`src/rtl/i2c_target_regs.sv`:
```
// ---------------------------------------------------------------------------
// i2c_target_regs
//
// I2C target (slave) with a small byte-wide register file. It sits on the
// open-drain SDA/SCL wires next to the master and answers transfers that
// carry address TARGET_ADDR:
//   write : START, {addr,0}, pointer byte, data bytes..., STOP
//   read  : START, {addr,1}, data bytes (from reg[ptr]...), master NACK, STOP
// The pointer persists across transfers and wraps modulo DEPTH. SCL is
// never driven; SDA is only ever pulled low through sda_oe.
//
// Parameters
//   TARGET_ADDR  7-bit bus address this target answers to
//   DEPTH        number of 8-bit registers (power of two, 2..256)
//
// Ports
//   core_clk   in   sole clock, at least 8x the SCL frequency
//   PRESETn    in   asynchronous active-low reset
//   scl_i      in   SCL as seen on the wire
//   sda_i      in   SDA as seen on the wire
//   sda_oe     out  1 = pull SDA low, 0 = release
//   wr_strobe  out  one-cycle pulse when a data byte lands in the register file
//   wr_addr    out  register index for wr_strobe
//   wr_data    out  byte for wr_strobe
//   busy       out  1 from an address match until STOP or a START for
//                   another target
//
// Build option
//   I2C_TARGET_GLITCH_FILTER_EN  when defined, a 3-sample majority filter
//   follows each synchronizer: single-cycle pulses are suppressed and the
//   sampling latency grows by two core_clk cycles.
// ---------------------------------------------------------------------------
module i2c_target_regs #(
  parameter logic [6:0] TARGET_ADDR = 7'h50,
  parameter int         DEPTH       = 8,
  localparam int        AW          = $clog2(DEPTH)
) (
  input  logic          core_clk,
  input  logic          PRESETn,
  input  logic          scl_i,
  input  logic          sda_i,
  output logic          sda_oe,
  output logic          wr_strobe,
  output logic [AW-1:0] wr_addr,
  output logic [7:0]    wr_data,
  output logic          busy
);

  localparam logic [3:0] S_IDLE     = 4'd0;
  localparam logic [3:0] S_ADDR     = 4'd1;
  localparam logic [3:0] S_ADDR_ACK = 4'd2;
  localparam logic [3:0] S_PTR      = 4'd3;
  localparam logic [3:0] S_PTR_ACK  = 4'd4;
  localparam logic [3:0] S_WR_DATA  = 4'd5;
  localparam logic [3:0] S_WR_ACK   = 4'd6;
  localparam logic [3:0] S_RD_DATA  = 4'd7;
  localparam logic [3:0] S_RD_ACK   = 4'd8;
  localparam logic [3:0] S_IGNORE   = 4'd9;

  localparam logic [AW-1:0] PTR_ONE = 1;

  // -------------------------------------------------------------------------
  // Input conditioning: 2-flop synchronizers (optionally a majority filter),
  // then a one-cycle history for edge and START/STOP detection. Everything
  // resets to 1, the idle bus level, so reset release creates no edges.
  // -------------------------------------------------------------------------
  logic scl_s1_q, scl_s2_q, sda_s1_q, sda_s2_q;
  logic scl_c, sda_c;
  logic scl_prev_q, sda_prev_q;

  // NOTE: every clocked block uses non-blocking assignments so all flops
  // sample the pre-edge values, exactly like the hardware they describe.
  always_ff @(posedge core_clk or negedge PRESETn) begin
    if (!PRESETn) begin
      scl_s1_q <= 1'b1;
      scl_s2_q <= 1'b1;
      sda_s1_q <= 1'b1;
      sda_s2_q <= 1'b1;
    end else begin
      scl_s1_q <= scl_i;
      scl_s2_q <= scl_s1_q;
      sda_s1_q <= sda_i;
      sda_s2_q <= sda_s1_q;
    end
  end

`ifdef I2C_TARGET_GLITCH_FILTER_EN
  logic [2:0] scl_flt_q, sda_flt_q;

  function automatic logic maj3(input logic [2:0] v);
    return (v[0] & v[1]) | (v[0] & v[2]) | (v[1] & v[2]);
  endfunction

  always_ff @(posedge core_clk or negedge PRESETn) begin
    if (!PRESETn) begin
      scl_flt_q <= 3'b111;
      sda_flt_q <= 3'b111;
    end else begin
      scl_flt_q <= {scl_flt_q[1:0], scl_s2_q};
      sda_flt_q <= {sda_flt_q[1:0], sda_s2_q};
    end
  end

  // A new level wins only after it occupies two of the three taps.
  assign scl_c = maj3(scl_flt_q);
  assign sda_c = maj3(sda_flt_q);
`else
  assign scl_c = scl_s2_q;
  assign sda_c = sda_s2_q;
`endif

  always_ff @(posedge core_clk or negedge PRESETn) begin
    if (!PRESETn) begin
      scl_prev_q <= 1'b1;
      sda_prev_q <= 1'b1;
    end else begin
      scl_prev_q <= scl_c;
      sda_prev_q <= sda_c;
    end
  end

  logic scl_rise, scl_fall, start_det, stop_det;
  assign scl_rise  = scl_c & ~scl_prev_q;
  assign scl_fall  = ~scl_c & scl_prev_q;
  // SDA may only move while SCL is high for START/STOP; SCL must be high on
  // both samples so an SCL edge coinciding with an SDA change is not taken.
  assign start_det = scl_c & scl_prev_q & sda_prev_q & ~sda_c;
  assign stop_det  = scl_c & scl_prev_q & ~sda_prev_q & sda_c;

  // -------------------------------------------------------------------------
  // Protocol FSM. Bits are sampled on SCL rising edges; SDA drive changes on
  // SCL falling edges only. bit_cnt runs 0..7 for the byte, 8 between the
  // 8th and 9th rising edges, 9 between the 9th rising and falling edges.
  // -------------------------------------------------------------------------
  logic [3:0]    state_q, state_d;
  logic [3:0]    bit_cnt_q, bit_cnt_d;
  logic [7:0]    shift_q, shift_d;
  logic [AW-1:0] ptr_q, ptr_d;
  logic          rw_q, rw_d;
  logic          sda_oe_q, sda_oe_d;
  logic          busy_q, busy_d;
  logic          wr_strobe_q, wr_strobe_d;
  logic [AW-1:0] wr_addr_q, wr_addr_d;
  logic [7:0]    wr_data_q, wr_data_d;
  logic          mem_we;

  logic [7:0] regs_q [DEPTH];
  logic [7:0] byte_in;
  logic [7:0] rd_byte;

  assign byte_in = {shift_q[6:0], sda_c};
  assign rd_byte = regs_q[ptr_q];

  // NOTE: every variable assigned here gets a default first, so no path
  // leaves it unassigned and no latch is inferred.
  always_comb begin
    state_d     = state_q;
    bit_cnt_d   = bit_cnt_q;
    shift_d     = shift_q;
    ptr_d       = ptr_q;
    rw_d        = rw_q;
    sda_oe_d    = sda_oe_q;
    busy_d      = busy_q;
    wr_strobe_d = 1'b0;
    wr_addr_d   = wr_addr_q;
    wr_data_d   = wr_data_q;
    mem_we      = 1'b0;

    if (stop_det) begin
      state_d   = S_IDLE;
      bit_cnt_d = 4'd0;
      sda_oe_d  = 1'b0;
      busy_d    = 1'b0;
    end else if (start_det) begin
      // busy stays as is until the address byte says who is addressed.
      state_d   = S_ADDR;
      bit_cnt_d = 4'd0;
      sda_oe_d  = 1'b0;
    end else if (scl_rise) begin
      case (state_q)
        S_ADDR, S_PTR, S_WR_DATA: begin
          shift_d   = byte_in;
          bit_cnt_d = bit_cnt_q + 4'd1;
          if (bit_cnt_q == 4'd7) begin
            case (state_q)
              S_ADDR: begin
                if (byte_in[7:1] == TARGET_ADDR) begin
                  state_d = S_ADDR_ACK;
                  rw_d    = byte_in[0];
                  busy_d  = 1'b1;
                end else begin
                  state_d = S_IGNORE;
                  busy_d  = 1'b0;
                end
              end
              S_PTR: begin
                ptr_d   = byte_in[AW-1:0];
                state_d = S_PTR_ACK;
              end
              default: begin
                mem_we      = 1'b1;
                wr_strobe_d = 1'b1;
                wr_addr_d   = ptr_q;
                wr_data_d   = byte_in;
                ptr_d       = ptr_q + PTR_ONE;
                state_d     = S_WR_ACK;
              end
            endcase
          end
        end
        S_ADDR_ACK, S_PTR_ACK, S_WR_ACK: begin
          if (bit_cnt_q == 4'd8) bit_cnt_d = 4'd9;
        end
        S_RD_DATA: begin
          // Left shift so the next bit to drive always sits in shift_q[7].
          shift_d   = {shift_q[6:0], 1'b0};
          bit_cnt_d = bit_cnt_q + 4'd1;
          if (bit_cnt_q == 4'd7) begin
            ptr_d   = ptr_q + PTR_ONE;
            state_d = S_RD_ACK;
          end
        end
        S_RD_ACK: begin
          if (bit_cnt_q == 4'd8) begin
            if (sda_c) state_d = S_IGNORE;   // master NACK ends the read
            else       bit_cnt_d = 4'd9;
          end
        end
        default: ;
      endcase
    end else if (scl_fall) begin
      case (state_q)
        S_ADDR_ACK, S_PTR_ACK, S_WR_ACK: begin
          if (bit_cnt_q == 4'd8) begin
            sda_oe_d = 1'b1;
          end else if (bit_cnt_q == 4'd9) begin
            bit_cnt_d = 4'd0;
            if (state_q == S_ADDR_ACK && rw_q) begin
              // First read bit goes out on the same falling edge that ends ACK.
              state_d  = S_RD_DATA;
              shift_d  = rd_byte;
              sda_oe_d = ~rd_byte[7];
            end else begin
              state_d  = (state_q == S_ADDR_ACK) ? S_PTR : S_WR_DATA;
              sda_oe_d = 1'b0;
            end
          end
        end
        S_RD_DATA: sda_oe_d = ~shift_q[7];
        S_RD_ACK: begin
          if (bit_cnt_q == 4'd8) begin
            sda_oe_d = 1'b0;
          end else if (bit_cnt_q == 4'd9) begin
            state_d   = S_RD_DATA;
            bit_cnt_d = 4'd0;
            shift_d   = rd_byte;
            sda_oe_d  = ~rd_byte[7];
          end
        end
        default: ;
      endcase
    end
  end

  always_ff @(posedge core_clk or negedge PRESETn) begin
    if (!PRESETn) begin
      state_q     <= S_IDLE;
      bit_cnt_q   <= 4'd0;
      shift_q     <= 8'h00;
      ptr_q       <= '0;
      rw_q        <= 1'b0;
      sda_oe_q    <= 1'b0;
      busy_q      <= 1'b0;
      wr_strobe_q <= 1'b0;
      wr_addr_q   <= '0;
      wr_data_q   <= 8'h00;
    end else begin
      state_q     <= state_d;
      bit_cnt_q   <= bit_cnt_d;
      shift_q     <= shift_d;
      ptr_q       <= ptr_d;
      rw_q        <= rw_d;
      sda_oe_q    <= sda_oe_d;
      busy_q      <= busy_d;
      wr_strobe_q <= wr_strobe_d;
      wr_addr_q   <= wr_addr_d;
      wr_data_q   <= wr_data_d;
    end
  end

  // NOTE: the register file is reset explicitly because reads after reset
  // must return 8'h00; this costs a reset net on every storage flop.
  always_ff @(posedge core_clk or negedge PRESETn) begin
    if (!PRESETn) begin
      for (int i = 0; i < DEPTH; i++) regs_q[i] <= 8'h00;
    end else if (mem_we) begin
      regs_q[ptr_q] <= byte_in;
    end
  end

  assign sda_oe    = sda_oe_q;
  assign busy      = busy_q;
  assign wr_strobe = wr_strobe_q;
  assign wr_addr   = wr_addr_q;
  assign wr_data   = wr_data_q;

endmodule

```
`config.mk`:
```
export PLATFORM = sky130hd
export DESIGN_NAME = i2c_target_regs
export DESIGN_NICKNAME = d
export VERILOG_FILES = /design/src/rtl/i2c_target_regs.sv
export SDC_FILE = /design/constraint.sdc
export NUM_CORES = 1
export LEC_CHECK = 0
export CORE_AREA = 2 2 90 126
export DETAILED_ROUTE_END_ITERATION = 7
export DIE_AREA = 0 0 92 128
export HOLD_SLACK_MARGIN = 0.02
export MAX_ROUTING_LAYER = met4
export PLACE_DENSITY_LB_ADDON = 0.12
export SYNTH_ARGS = -nofsm -noshare
export SYNTH_HDL_FRONTEND = slang
export SYNTH_SLANG_ARGS = --single-unit
```
`constraint.sdc`:
```
create_clock -name core_clk -period 3.6 [get_ports core_clk]
set_clock_uncertainty 0.05 [all_clocks]
set_input_delay 0.54 -clock core_clk [delete_from_list [all_inputs] [get_ports core_clk]]
set_output_delay 0.54 -clock core_clk [all_outputs]
set_load 0.05 [all_outputs]
```
-- Word-level counts from Yosys, hierarchy flattened
Index checks and enable logic that the tools add are counted.
Widths: inputs -> output; s select.
- bits of input ports: 4
- logic and storage cells: 182
- output and inout bits: 14
- bits in registers: 104
- reductions and logical operators: 28
- bitwise operators: 17
- add/sub/neg operators: 2
- magnitude comparators: 2
- eq/ne operators: 38
- mux-type cells: 71
- operators with widths (operator ; count):
    $mux 4 ; 23
    $mux 8 ; 10
    $bwmux 64 ; 1
    $ne 5x5->1 const B ; 12
    $pmux 8 s2 ; 2
    $bmux 8 s3 ; 1
    $demux 8 s3 ; 1
    $pmux 4 s3 ; 2
    $mux 1 ; 22
    $eq 4x3->1 const B ; 5
    $pmux 4 s2 ; 2
    $ne 3x3->1 const B ; 5
    $reduce_and 7->1 ; 2
    $eq 4x4->1 const B ; 3
    $mux 3 ; 4
    $pmux 3 s2 ; 2
    $reduce_bool 2->1 ; 6
    $reduce_bool 4->1 ; 3
    $reduce_and 11->1 ; 1
    $reduce_and 10->1 ; 1
    $reduce_and 5->1 ; 2
    $reduce_bool 5->1 ; 2
    $not 1->1 ; 9
    $eq 4x2->1 const B ; 2
    22 further kinds ; 35

-- Longest topological paths before layout
Gate-level depths: netlist (run 1).
- depth after elaboration: 13
- mapped depth: 10
- gate-level depth less buffers: 8

-- Least setup slack after synthesis (run 1)
No wires, ideal clock.
- path kind: reg2reg
- start: register scl_s2_q (netlist: scl_c)
- end: register regs_q[48] (netlist name)
- setup time: 0.125 ns
- clock period less this slack: 2.752 ns
- data arrival time: 2.577 ns
- stages on the path, launching flop included: 9
- path slack: 0.848 ns
- cells stage by stage: dfstp_2 > ha_1 > inv_1 > a21o_1 > or4b_4 > buf_6 > or4b_4 > buf_6 > mux2_4
- longest elaborated chain between the ends: 5
- ends and longest elaborated chain (item ; RTL line ; source):
    start: declaration ; 67 ; logic scl_s1_q, scl_s2_q, sda_s1_q, sda_s2_q;
    start signal: assignment ; 81 ; scl_s2_q <= scl_s1_q;
    $and 1x1->1 ; 127, 128 ;
    $and 1x1->1 (2 in a row) ; 127 ; assign start_det = scl_c & scl_prev_q & sda_prev_q & ~sda_c;
    $mux 1 ; 174 ; end else if (start_det) begin
    $mux 1 * ; 169 ; if (stop_det) begin
    end signal: indexed assignment ; 297 ; regs_q[ptr_q] <= byte_in;
    end: declaration ; 147 ; logic [7:0] regs_q [DEPTH];
Mark *: on every way between the ends. The rest lies on a longest branch, timed or not.
A chain may end at the register's enable or synchronous reset.

-- Worst setup path after layout (run 1)
- start: register sda_s2_q (netlist: sda_c)
- end: register regs_q[56] (netlist name)
- longest elaborated chain between the ends: 4
- ends and longest elaborated chain (item ; RTL line ; source):
    start: declaration ; 67 ;
    start signal: assignment ; 83 ; sda_s2_q <= sda_s1_q;
    $not 1->1 ; 127 ;
    $and 1x1->1 ; 127 ;
    $mux 1 ; 174 ;
    $mux 1 ; 169 ;
Several ways; a longest one is shown, not always the timed one.

==> impl_metrics.ini, run 1 <==
[outcome]
status = completed

[final_layout]
fin_cells = 576
final_common_cell = dfrtp_1
drive_gt1_share_pct = 30.3
fin_util_pct = 53.8
fillCellCount = 946
areaGrowthSynthToFinish_pct = 10.4
final_cell_mix = dfrtp_1, mux2_2, nand2_1, mux4_2, clkdlybuf4s50_1
diodes = 0
fin_nets = 441

[route]
wl_um = 11900
wl_met3_um = 298
vias_per_cell = 5.88
vias = 3384
drcViolationCount = 0
wl_per_cell_um = 20.6
drtPass1Iterations = 4
drt_iter0_drc = 255
wl_met1_um = 5130
postRouteAntennaNets = 0
maxUsedRoutingLayer = met4
wl_met2_um = 6270

[setup_path]
cp_data_required_time_ns = 3.77
cp_max_fo = 18
path_delay_family = simple AND/OR/NAND/NOR gates
path_buf_inv = 1
crit_path_top_delay_cell = dfstp_2
cp-start-kind = flip-flop
crit_type = flip-flop to flip-flop
path_cells = xor2_2 -> a21o_1 -> or4b_4 -> clkinv_1 -> nand3b_1 -> mux2_2
worstSetupEndpointType = flip-flop
cpPeakStageDelay_ns = 0.74
critPathArrivalTime_ns = 3.29

[place]
hpwlAfterDp_um = 7820
io_buffers = 17
routabilityCongestion = 0.915
pre_cts_ws_ns = 0.496
placed_cells = 560

[logic_synthesis]
netlist-cell-type-count = 55
synth_mux_area_share_pct = 26.0
synth_seq_cells = 104
synthFlopType = dfrtp_1
yosysTopAreaCell = dfrtp_1
synth_cells = 424
synth_compound_area_share_pct = 6.55
synth_xor_area_share_pct = 0.480
ys_seq_area_share_pct = 50.0
postSynthAreaPerCell_um2 = 12.3
yosysWarningCount = 0
syn_area_um2 = 5220
ys_top_cells_by_area = dfrtp_1, mux2_2, mux4_2
synth_top_family_by_area = multiplexers
yosysTopAreaCellShare_pct = 47.0
synthSimpleGateAreaFrac_pct = 11.6
synth_fa_ha_area_share_pct = 1.68
syn_nets = 435
synthArstFlopShare_pct = 100
synth_edf_count = 0

[clock_tree]
cts_tree = built
clockBufferDepth = 2
cts-root-buf = clkbuf_16
cts_hold_buf = 0
htreeDepth = 3
clock_latency_ns = 0.34
cts_buffers = 9
clk_pin_slew_worst_paths_ns = 0.07
cts_resized = 0
postCtsSetupBuffers = 0
clkSinkCount = 104

[timing]
slew_violations = 0
finalCritPeriodShare_pct = 86.8
grt_setup_unrepaired = no
setup_slack_ns = 0.475
post-route-min-period_ns = 3.13
relSlewSlack_pct = 24.5
hold_viol_final = 0
tns_ns = 0
fmax_mhz = 320
setup_viol = 0
tightest_slew_ns = 1.13

[worst_hold_path]
hold_class = input port to async pin

[die]
core_area_um2 = 10700
start_util_pct = 48.8
die_h_um = 128
ios = 18
design.die.area_um2 = 11800
die_w_um = 92
fp-row-count = 45

[grt]
grt_pass1_wl_um = 19600
grtUsageTotal_pct = 22.4
antenna_found_initial = 0
grt_max_degree = 65
overflow = 0
grt_pass1_vias = 3464

[pwr]
vdd_drop_max_uv = 287
seqPwrFrac_pct = 51.5
combPwrFrac_pct = 13.0
power.total_mw = 2.47
powerDensity_nw_per_um2 = 429
p_int_mw = 1.79
p_leak_nw = 2.66
p_clk_share_pct = 35.5
p_sw_mw = 0.677
sw_frac_of_total_pct = 27.4

[job]
maxCapViolCount = 0
==> layer usage <==
metal  vias up  GRT usage, %
met5         -             -
met4         0          7.90
met3        13          3.00
met2        57          37.4
met1      1779          28.3
li1       1535             -
==> path summary, 6_finish.rpt <==
check / from / to / slack, ns / depth (start not counted)
max in group asynchronous: PRESETn / sda_c / 2.48 / 2
setup / recovery: sda_c / regs_q[56] / 0.47 / 6
setup reg to reg: sda_c / regs_q[56] / 0.47 / 6
min in group core_clk: scl_s1_q / scl_c / 0.31 / 0
hold reg to reg: scl_s1_q / scl_c / 0.31 / 0
hold / removal: PRESETn / bit_cnt_q[0] / 0.24 / 1
==> cells by family (layout without fill, tap and decap cells) <==
family	count (synthesis)	after routing
mux	102	102
xor+xnor	2	2
buf+inv	43	54
flops	104	104
simple gates	117	117
fa+ha+maj	7	7
compound gates	49	49
==> area by class of cell <==
class	instances	area [µm²]	area share (%)
clock inverter	3	18.8	0.326
sequential	104	2610	45.3
multi-input combinational	277	2410	41.9
timing repair buffer	28	263	4.56
inverter	10	37.5	0.652
tap	141	176	3.06
clock buffer	13	240	4.17
==> cells in the mapped netlist, drive strengths merged (2+ instances only) <==
master and count:
a21o 3, a21oi 6, a311oi 2, a31oi 3, a32o 2, and2 3
and3b 4, and4b 2, buf 8, clkbuf 25, dfrtp 98, dfstp 6
ha 7, inv 9, mux2 76, mux2i 10, mux4 16, nand2 61
nand2b 3, nand3 7, nand3b 2, nand4b 2, nor2 11, nor2b 4
nor3 5, nor3b 2, nor4 3, nor4b 2, o21ai 15, o311a 2
o311ai 2, o31a 2, o31ai 2, or2 2, or4b 3
==> stage by stage <==
stage          cell area (µm²)  hold slack [ns]
2_1_floorplan             5220            0.194
3_3_place_gp              5500            0.307
3_5_place_dp              5500            0.306
4_1_cts                   5760            0.289
5_1_grt                   5760            0.314
6_report                  5760            0.244
==> registers in the layout, summed over array words and instances (netlist names), 3 cells and up <==
name and count:
shift_q 8, ptr_q 3, bit_cnt_q 4, wr_addr 3, state_q 4, regs_q 64
wr_data 8
==> power groups by stage <==
stage	Sequential [mW]	Clock (mW)	Combinational, mW
2_1_floorplan	1.27	0	0.226
3_3_place_gp	1.29	0	0.320
3_5_place_dp	1.29	0	0.318
4_1_cts	1.27	0.901	0.320
5_1_grt	1.28	0.952	0.356
6_report	1.27	0.877	0.322
(Power assumes the default switching activity.)
==> inputs of run 2 (changes only) <==
Settings changed: SETUP_SLACK_MARGIN from default to 0.4.
==> run 2 against run 1 <==
Net effect:
- register-to-register slack better by 0.04 ns
- fmax is 1.4% higher
- flip-flop and latch count unchanged
- highest routed layer unchanged
- power about the same
- largest cell class unchanged
- routed wire length about the same
- critical path type unchanged
==> impl_metrics.ini, run 2 (same netlist as run 1, synthesis figures left out) <==
[final_layout]
diodes = 0
drive_gt1_share_pct = 30.7
final_common_cell = dfrtp_1
final_cell_mix = dfrtp_1, mux2_2, nand2_1, mux4_2, clkdlybuf4s50_1
fin_nets = 443
areaGrowthSynthToFinish_pct = 10.7
design_area_um2 = 5780
fin_util_pct = 54.0
top_register = regs_q
fin_cells = 578
largest_reg_flops = 64
fillCellCount = 945

[setup_path]
worstSetupEndpointType = flip-flop
crit_path_start = sda_c
cp_data_required_time_ns = 3.77
reg2reg_from = sda_c
r2r_slack_ns = 0.52
crit_type = flip-flop to flip-flop
cp_max_fo = 18
r2r.worst_path.cells = 5
cp-start-kind = flip-flop
endpoint = regs_q[54]
critPathArrivalTime_ns = 3.25
reg2reg_to = regs_q[54]

[grt]
use_met1_pct = 28.3
busiest_layer = met2
grt_max_degree = 65
groute.layer.met2.usage_pct = 37.4
grtUsageTotal_pct = 22.4
use_met3_pct = 3.00
overflow = 0
grt_pass1_vias = 3464
antenna_found_initial = 0
grt_pass1_wl_um = 19600

[clock_tree]
clockBufferDepth = 2
clk_pin_slew_worst_paths_ns = 0.07
cts_hold_buf = 0
clkSinkCount = 104
clock_latency_ns = 0.33
cts_tree = built
htreeDepth = 3
cts_buffers = 9
cts-root-buf = clkbuf_16

[route]
postRouteAntennaNets = 0
vias = 3370
vias_per_cell = 5.83
drcViolationCount = 0
drt_iter0_drc = 198
drtPass1Iterations = 4
wl_per_cell_um = 20.6
wl_um = 11900

[die]
die_h_um = 128
ios = 18
start_util_pct = 48.8
design.die.area_um2 = 11800
fp-row-count = 45
core_area_um2 = 10700
die_w_um = 92

[pwr]
powerDensity_nw_per_um2 = 428
p_leak_nw = 2.67
vdd_drop_max_uv = 286
power.total_mw = 2.47

[timing]
setup_slack_ns = 0.517
relSlewSlack_pct = 26.3
tns_ns = 0
hold_viol_final = 0
finalCritPeriodShare_pct = 85.6
hold_slack_ns = 0.245
grt_setup_unrepaired = no
setup_viol = 0
tightest_slew_ns = 1.11
post-route-min-period_ns = 3.08
slew_violations = 0
fmax_mhz = 324

[place]
pre_cts_ws_ns = 0.496
routabilityCongestion = 0.915
place_area_um2 = 5500
placed_cells = 560
hpwlAfterDp_um = 7820
io_buffers = 17

[outcome]
status = completed

[worst_hold_path]
hold_class = input port to async pin

[job]
maxCapViolCount = 0
==> run 2: worst min path at each step <==
stage               cells after the start  slack (ns)            to  startpoint
global placement                        0        0.31         scl_c    scl_s1_q
finish                                  1        0.24  bit_cnt_q[0]     PRESETn
global route                            1        0.31  bit_cnt_q[1]     PRESETn
detailed placement                      0        0.31         scl_c    scl_s1_q
floorplan                               0        0.19  bit_cnt_q[0]     PRESETn
CTS                                     1        0.29  bit_cnt_q[0]     PRESETn
==> run 2: metal layers <==
layer | part of all wire (%) | vias to the layer above | wire length, µm
met5 | 0 | - | 0
met4 | 2.1 | 0 | 250
met3 | 3.3 | 20 | 394
met2 | 52 | 77 | 6200
met1 | 42 | 1735 | 5040
li1 | - | 1538 | -
==> run 2: critical path, stage by stage, from the launching register on <==
cell	delay, ns
dfstp_2	0.75
xor2_2	0.16
a21o_1	0.28
or4b_4	0.68
or4b_4	0.70
mux2_4	0.34
==> run 2: repair_timing <==
action | CTS | global route
buffers inserted | 0 | 2
endpoints found under the hold margin | 0 | 0
endpoints found under the setup margin | 0 | 8
gates resized for setup | 0 | 0
==> run 2: area by class of cell <==
| type | instances | area, µm² | area share, % |
|---|---|---|---|
| sequential | 104 | 2610 | 45.2 |
| multi-input combinational | 277 | 2410 | 41.8 |
| timing repair buffer | 30 | 278 | 4.81 |
| clock buffer | 13 | 240 | 4.16 |
| tap | 141 | 176 | 3.05 |
| inverter | 10 | 37.5 | 0.650 |
| clock inverter | 3 | 18.8 | 0.325 |
==> run 2: power by group <==
group          switching, mW  internal (mW)  leakage [nW]
combinational          0.200          0.122          1.12
sequential            0.0681           1.20          1.42
clock                  0.408          0.469         0.128
total                  0.676           1.79          2.67
